[config.mk]
export PLATFORM = sky130hd
export DESIGN_NAME = mux4_bus_arbiter
export DESIGN_NICKNAME = d
export VERILOG_FILES = /design/src/rtl/mux4_bus_arbiter.sv
export SDC_FILE = /design/constraint.sdc
export NUM_CORES = 1
export LEC_CHECK = 0
export BUFFER_PORTS_ARGS = -buffer_cell sky130_fd_sc_hd__buf_2
export CAP_MARGIN = 20
export CORE_AREA = 2 2 71 73
export DETAILED_ROUTE_END_ITERATION = 6
export DIE_AREA = 0 0 73 75
export PLACE_DENSITY = 0.84
export SYNTH_ARGS = -nofsm -noshare
export SYNTH_HDL_FRONTEND = slang
export SYNTH_SLANG_ARGS = --single-unit
export TNS_END_PERCENT = 100
[constraint.sdc]
create_clock -name clk -period 5.47 [get_ports clk]
set_input_delay 0.2735 -clock clk [delete_from_list [all_inputs] [get_ports clk]]
set_output_delay 0.2735 -clock clk [all_outputs]
set_load 0.005 [all_outputs]
[src/rtl/mux4_bus_arbiter.sv]
// Round-robin arbiter for four requesters sharing one WIDTH-bit result bus, with
// burst framing over a valid/ready handshake. Optional: MUX4_ARB_BACK2BACK_EN (no idle bubble).
module mux4_bus_arbiter #(
    parameter int WIDTH     = 32,
    parameter int MAX_BURST = 4
) (
    input  logic             clk,
    input  logic             rst,
    input  logic [3:0]       req,
    input  logic [3:0]       last,
    input  logic [WIDTH-1:0] data0,
    input  logic [WIDTH-1:0] data1,
    input  logic [WIDTH-1:0] data2,
    input  logic [WIDTH-1:0] data3,
    output logic [3:0]       gnt,
    output logic [1:0]       sel,
    output logic [WIDTH-1:0] out_data,
    output logic             out_valid,
    input  logic             out_ready,
    output logic             busy
);

    localparam logic [3:0] MAXB = 4'(MAX_BURST);

    typedef enum logic {IDLE, GRANT} state_t;

    state_t     state;
    logic [1:0] rr_ptr;
    logic [3:0] beat_cnt;
    logic [3:0] cnt_inc;
    logic [1:0] next_ptr;
    logic       accept;
    logic       release_now;
    logic [2:0] idle_pick;

    // Returns {found, index}: first set bit of r starting at ptr, wrapping mod 4.
    function automatic logic [2:0] rr_pick(input logic [3:0] r, input logic [1:0] ptr);
        logic [2:0] res;
        logic [1:0] idx;
        res = 3'b000;
        for (int k = 3; k >= 0; k--) begin
            idx = ptr + 2'(k);
            if (r[idx]) res = {1'b1, idx};
        end
        return res;
    endfunction

    always_comb begin
        case (sel)
            2'd0:    out_data = data0;
            2'd1:    out_data = data1;
            2'd2:    out_data = data2;
            default: out_data = data3;
        endcase
    end

    assign out_valid   = (state == GRANT) && req[sel];
    assign accept      = out_valid && out_ready;
    assign cnt_inc     = (beat_cnt == MAXB) ? beat_cnt : beat_cnt + 4'd1;
    assign next_ptr    = sel + 2'd1;
    assign idle_pick   = rr_pick(req, rr_ptr);
    // An abandoned burst (req dropped) releases without a beat being taken.
    assign release_now = (state == GRANT) &&
                         (!req[sel] || (accept && (last[sel] || cnt_inc == MAXB)));

`ifdef MUX4_ARB_BACK2BACK_EN
    logic [2:0] b2b_pick;
    // Search starts past the releasing requester, so it only wins when alone.
    assign b2b_pick = rr_pick(req, next_ptr);
`endif

    always_ff @(posedge clk or posedge rst) begin
        if (rst) begin
            state    <= IDLE;
            gnt      <= 4'b0000;
            sel      <= 2'd0;
            rr_ptr   <= 2'd0;
            beat_cnt <= 4'd0;
            busy     <= 1'b0;
        end else begin
            case (state)
                IDLE: begin
                    if (idle_pick[2]) begin
                        sel      <= idle_pick[1:0];
                        gnt      <= 4'b0001 << idle_pick[1:0];
                        beat_cnt <= 4'd0;
                        state    <= GRANT;
                        busy     <= 1'b1;
                    end
                end
                GRANT: begin
                    if (release_now) begin
                        rr_ptr   <= next_ptr;
                        beat_cnt <= 4'd0;
`ifdef MUX4_ARB_BACK2BACK_EN
                        if (b2b_pick[2]) begin
                            sel <= b2b_pick[1:0];
                            gnt <= 4'b0001 << b2b_pick[1:0];
                        end else begin
                            gnt   <= 4'b0000;
                            state <= IDLE;
                            busy  <= 1'b0;
                        end
`else
                        gnt   <= 4'b0000;
                        state <= IDLE;
                        busy  <= 1'b0;
`endif
                    end else if (accept) begin
                        beat_cnt <= cnt_inc;
                    end
                end
                default: begin
                    state <= IDLE;
                    gnt   <= 4'b0000;
                    busy  <= 1'b0;
                end
            endcase
        end
    end

endmodule

==> results.ini, run 1 <==
[global_route]
grt_max_degree = 33
grt_pass1_vias = 2064
grt_pass1_wl_mm = 9.68
antenna_found_initial = 0
overflow = 0
grtUsageTotal = 0.224

[synth]
async_reset_ff_frac = 1.00
synth_flop_cell = dfrtp_1
netlist_instances = 203
synth_seq_cells = 14
synth.distinct_cells = 43
syn_avg_cell_area_um2 = 8.64
syn_area_um2 = 1750
synth_warnings = 0
syn_nets = 348
seq_area_frac_synth = 0.200
synth_area_leaders = dfrtp_1, mux2i_1, a222oi_1, inv_1, ha_1
synth-edff-count = 0
synth_most_common_cell = inv_1
synth_top_area_frac = 0.200
synth_common_cells = inv_1, mux2i_1, a222oi_1, dfrtp_1, clkbuf_1
synth_top_cell_by_area = dfrtp_1

[detailed_routing]
wl_per_cell_um = 16.7
viasPerCell = 5.60
wl_mm = 7.13
first_pass_iters = 7
ant_nets = 0
drc = 12
vias = 2385
drt_iter0_drc = 304

[layout]
seq_area_um2 = 350
stdcell_area_um2 = 2750
syn2layout_area_growth_pct = 56.9
multi_input_area_um2 = 1200
num_antenna_cells = 0
fin_util = 0.591
nets = 519
fillers = 417
drive_above_1_share = 0.519

[worst_setup_path]
r2r_slack_ns = 3.15
crit_slowest_cell = ha_1
critPathMaxFanout = 32
path_class = reg2out
critPathCaptureType = primary output
crit_path_max_incr_delay_ns = 0.95
path_cells = inv_1 -> ha_1 -> a222oi_1 -> mux2i_1 -> buf_2
cp-start-kind = flip-flop
arrival_ns = 2.57
rr_worst_depth = 7
cp.required_ns = 5.20

[pwr]
leakagePower_nw = 1.53
ir_drop_mv = 0.264
p_clk_frac = 0.064
switchingPower_mw = 0.623
p_int_mw = 0.705
pwr-share-comb = 0.791
seq_power_share = 0.145
power_density_nw_per_um2 = 482
switching_share = 0.469

[flow_run]
cap_violations = 0

[worst_hold_path]
hold_class = in2async

[die]
dieWidth_um = 73
coreArea_um2 = 4660
die_h_um = 75
initial_core_util = 0.376
io_pins = 179
dieArea_um2 = 5480
rows = 25

[timing]
setup_tns_ns = 0
whs_ns = 0.0758
finClkSkew_ns = 0.00740
finalCriticalPeriod_ns = 2.85
grt_setup_unrepaired = false
worst_pin_slew_ns = 1.18
setup_violations = 0
final_max_slew_viol_count = 0
finalCritPeriodShare = 0.520
fmax_ghz = 0.351
relSlewSlack = 0.213
finalHoldViolCount = 0

[clock_tree]
cts_sinks = 14
cts_tree = done
numCtsBuffers = 3
clk_pin_slew_worst_paths_ns = 0.06
clk_path_buf_depth = 2
ctsRootBufferMaster = clkbuf_8
post_cts_buffers = 0
clock_latency_ns = 0.25
cts_resized = 0
cts_max_level = 1
hold_buffers = 0

[placement]
gp_congestion = 0.873
port_buffers = 178
dpl.hpwl_mm = 5.69
placed_area_um2 = 2660

[run_status]
violations = DRC
status = complete, but fails checks

==> cell type report <==
type,instances,share of cell area
multi-input cells,134,0.435
repair buffers,180,0.343
flip-flops and latches,14,0.127
inverters,41,0.0559
well taps,54,0.0245
clock buffers,3,0.0150
==> stage by stage <==
step           instances  worst slack [ns]  total power [mW]
3_5_place_dp         421              2.89              1.20
3_3_place_gp         421              2.97              1.18
6_report             426              2.62              1.33
4_1_cts              424              2.63              1.29
2_1_floorplan        203              3.41             0.820
5_1_grt              426              2.54              1.44
==> worst max-delay path, delay by kind of cell, from the launching register on <==
family                   cells  cell delay, ns
AO/OA/AOI/OAI                1            0.26
adder cells (fa/ha/maj)      1            0.95
buffers and inverters        2            0.31
multiplexers                 1            0.32
flip-flops                   1            0.47
==> registers in the layout, summed over array words and instances, names as in the netlist <==
name / flops
beat_cnt: 4
busy: 1
gnt: 4
rr_ptr: 2
sel: 2
state: 1
==> power by group through the flow <==
stage | Sequential (mW) | Combinational (mW) | Clock, mW
after floorplan | 0.188 | 0.632 | 0
after CTS | 0.192 | 1.01 | 0.0871
after global placement | 0.190 | 0.985 | 0
final | 0.193 | 1.05 | 0.0850
after global routing | 0.201 | 1.15 | 0.0927
after detailed placement | 0.194 | 1.01 | 0
==> per-layer routing <==
metal	GRT usage	wire length, um
met4	0.0247	31
met3	0.0669	892
met2	0.364	3380
met1	0.304	2830
met5	0	0
==> path summary, 6_finish.rpt <==
kind | startpoint | endpoint
max | sel[0]$_DFFE_PP0P_ | out_data[22]
min | rst | gnt[0]$_DFFE_PP0P_
max reg2reg | beat_cnt[0]$_DFFE_PP0P_ | rr_ptr[1]$_DFFE_PP0P_
min reg2reg | gnt[0]$_DFFE_PP0P_ | gnt[0]$_DFFE_PP0P_
max in group asynchronous | rst | sel[1]$_DFFE_PP0P_
min in group clk | req[2] | state$_DFF_PP0_
==> cell usage in the layout, fill, tap and decap left out, drive strengths merged, types with 2 or more instances in the layout <==
master / n
ha: 6
o21ai: 5
a211oi: 2
mux2i: 35
o22ai: 2
nor2: 7
o31ai: 4
dfrtp: 14
nand2b: 3
mux4: 2
a21oi: 4
nand2: 7
buf: 179
a222oi: 32
clkbuf: 4
nor3: 3
or2: 2
inv: 41
==> cell families after synthesis <==
group | Yosys count | synth area share
AO/OA/AOI/OAI | 61 | 0.311
flip-flops | 14 | 0.200
adder cells (fa/ha/maj) | 6 | 0.0428
buffers and inverters | 55 | 0.120
AND/OR/NAND/NOR | 29 | 0.0927
multiplexers | 38 | 0.234
Power figures use the tool's default switching activity.
==> run 2: changes to the inputs <==
ABC_AREA = 1   (was default)
CORE_AREA = 2 2 78 80   (was 2 2 71 73)
DIE_AREA = 0 0 80 82   (was 0 0 73 75)
PLACE_DENSITY = 0.76   (was 0.84)
clock period = 2.45 ns   (was 5.47 ns; I/O delays follow)
==> results.ini, run 2 <==
[detailed_routing]
first_pass_iters = 4  ; -3
drt_iter0_drc = 107  ; -65%
ant_nets = 0  ; unchanged
vias = 2725  ; +14%
wl_per_cell_um = 13.3  ; -20%
viasPerCell = 5.00  ; -11%
drc = 0  ; -12
wl_mm = 7.27  ; +2.0%

[timing]
worst_pin_slew_ns = 0.606  ; -0.575 ns
finalCriticalPeriod_ns = 2.18
finalCritPeriodShare = 0.892
final_max_slew_viol_count = 0  ; unchanged
setup_tns_ns = 0  ; unchanged
relSlewSlack = 0.596  ; +0.383
grt_setup_unrepaired = false
finalHoldViolCount = 0  ; unchanged
fmax_ghz = 0.458
finClkSkew_ns = 0.00449  ; -0.00290 ns
setup_violations = 0  ; unchanged

[synth]
synth.distinct_cells = 22  ; -49%
async_reset_ff_frac = 1.00  ; unchanged
synth_warnings = 0  ; unchanged
seq_area_frac_synth = 0.190  ; -0.00976
synth_top_area_frac = 0.190  ; -0.00976
synth_top_cell_by_area = dfrtp_1
synth_flop_cell = dfrtp_1
synth_common_cells = nand2_1, o21ai_0, a21oi_1, a22o_1, inv_1
syn_avg_cell_area_um2 = 6.09  ; -30%
synth_seq_cells = 14  ; unchanged
synth_area_leaders = dfrtp_1, nand2_1, a22o_1, o21ai_0, a21oi_1
synth_most_common_cell = nand2_1
syn_area_um2 = 1840  ; +5.1%
syn_nets = 448  ; +29%
synth-edff-count = 0  ; unchanged
netlist_instances = 303  ; +49%

[placement]
gp_congestion = 0.904  ; +3.6%
dpl.hpwl_mm = 5.93  ; +4.2%
port_buffers = 178  ; unchanged

[worst_setup_path]
cp.required_ns = 2.33  ; -2.87 ns
arrival_ns = 2.06  ; -0.51 ns
critPathMaxFanout = 32  ; unchanged
cp-start-kind = flip-flop
critPathCaptureType = primary output
path_class = reg2out

[worst_hold_path]
hold_class = in2reg

[layout]
mostFrequentLayoutCell = buf_2
fillers = 591  ; +42%
drive_above_1_share = 0.430  ; -0.0890
num_antenna_cells = 0  ; unchanged
fin_util = 0.495  ; -0.0956
nets = 617  ; +19%
syn2layout_area_growth_pct = 54.2
reg_top3 = beat_cnt: 4 flops, gnt: 4 flops
final_cell_mix = buf_2, nand2_1, o21ai_0

[clock_tree]
cts_max_level = 1  ; unchanged
numCtsBuffers = 3  ; unchanged
clk_path_buf_depth = 2  ; unchanged
cts_sinks = 14  ; unchanged
clk_pin_slew_worst_paths_ns = 0.06  ; about the same
ctsRootBufferMaster = clkbuf_8
clock_latency_ns = 0.25  ; about the same
cts_tree = done

[die]
die_h_um = 82  ; +9.3%
io_pins = 179  ; unchanged
dieWidth_um = 80  ; +9.6%
initial_core_util = 0.321  ; -0.0554
dieArea_um2 = 6560  ; +20%
rows = 28  ; +12%
coreArea_um2 = 5750  ; +23%

[global_route]
overflow = 0  ; unchanged
grt_pass1_wl_mm = 10.6  ; +9.0%
antenna_found_initial = 2  ; +2
grtUsageTotal = 0.198  ; -0.0258
grt_max_degree = 65  ; +97%
grt_pass1_vias = 2354  ; +14%

[flow_run]
cap_violations = 0  ; unchanged

[pwr]
switchingPower_mw = 1.63  ; +160%
pwr-share-comb = 0.805  ; +0.014
ir_drop_mv = 0.701  ; +170%
seq_power_share = 0.135  ; -0.010
switching_share = 0.524  ; +0.0550
leakagePower_nw = 1.63  ; +6.0%
power_density_nw_per_um2 = 1090  ; +130%
p_clk_frac = 0.061  ; -0.003
p_int_mw = 1.48  ; +110%

[run_status]
status = complete, no violations

-- run 2: changes by cell type in the layout (fill, tap and decap cells not counted), moves of 7 or more --
cell,before,now
nand2_2,0,7
o21ai_0,3,38
inv_1,41,25
nand2_1,7,85
nand3_1,1,17
a22o_1,1,32
mux2i_1,35,0
a222oi_1,32,0
a21oi_1,4,35
-- run 2: cell families after synthesis --
kind of cell / after synthesis / synth area share
flip-flops: 14 / 0.190
buffers and inverters: 46 / 0.0984
AO/OA/AOI/OAI: 114 / 0.378
adder cells (fa/ha/maj): 6 / 0.0407
AND/OR/NAND/NOR: 123 / 0.293
-- run 2: area by class of cell --
type	instances	area (um2)	share of cell area
Timing Repair Buffer	182	936	0.329
Multi-Input combinational cell	243	1320	0.463
Sequential cell	14	350	0.123
Clock buffer	3	41.3	0.0145
Tap cell	75	93.8	0.0330
Inverter	28	105	0.0370
-- run 2: worst paths after layout --
| check | end | start | cells after the start | slack (ns) |
|---|---|---|---|---|
| max | out_data[6] | sel[0]$_DFFE_PP0P_ | 7 | 0.27 |
| min | beat_cnt[0]$_DFFE_PP0P_ | out_ready | 5 | 0.34 |
| max reg2reg | rr_ptr[1]$_DFFE_PP0P_ | beat_cnt[0]$_DFFE_PP0P_ | 11 | 0.68 |
| min reg2reg | beat_cnt[3]$_DFFE_PP0P_ | beat_cnt[3]$_DFFE_PP0P_ | 2 | 0.50 |
| max in group asynchronous | rr_ptr[0]$_DFFE_PP0P_ | rst | 3 | 1.64 |
| min in group asynchronous | beat_cnt[0]$_DFFE_PP0P_ | rst | 3 | 0.45 |
-- run 2: what timing repair did --
item / in CTS / in global routing
endpoints found under the hold margin: 14 / 0
endpoints found under the setup margin: 32 / 0
setup buffers: 0 / 0
resized for setup: 1 / 0
hold buffers: 1 / 0
-- run 2: critical path: stages, from the launching register on --
cell and delay, ns:
dfrtp_1 0.52, inv_1 0.18, ha_1 0.23, buf_4 0.24
a22o_1 0.24, a21oi_1 0.17, o21ai_0 0.10, buf_2 0.14
-- run 2: through the flow --
step / setup slack (ns) / cells / hold slack [ns] / total power, mW / area [um2]
floorplan: 0.822 / 303 / 0.0117 / 2.05 / 1840
global placement: 0.257 / 541 / 0.170 / 2.87 / 2790
detailed placement: 0.177 / 541 / 0.187 / 2.92 / 2790
CTS: 0.281 / 545 / 0.349 / 3.13 / 2840
global route: 0.126 / 545 / 0.399 / 3.45 / 2840
finish: 0.265 / 545 / 0.344 / 3.11 / 2840
-- run 2: layer usage --
metal  routed length [um]  vias up  global-route usage
li1                     -     1385                   -
met1                 2840     1227               0.225
met2                 3710       97               0.378
met3                  621       12              0.0495
met4                   72        4              0.0339
met5                   31        -                   0
-- run 2: power groups by stage --
stage | combinational [mW] | clock, mW | sequential, mW
floorplan | 1.64 | 0 | 0.407
global placement | 2.45 | 0 | 0.416
detailed placement | 2.50 | 0 | 0.422
CTS | 2.52 | 0.191 | 0.419
global route | 2.82 | 0.197 | 0.435
finish | 2.50 | 0.189 | 0.419
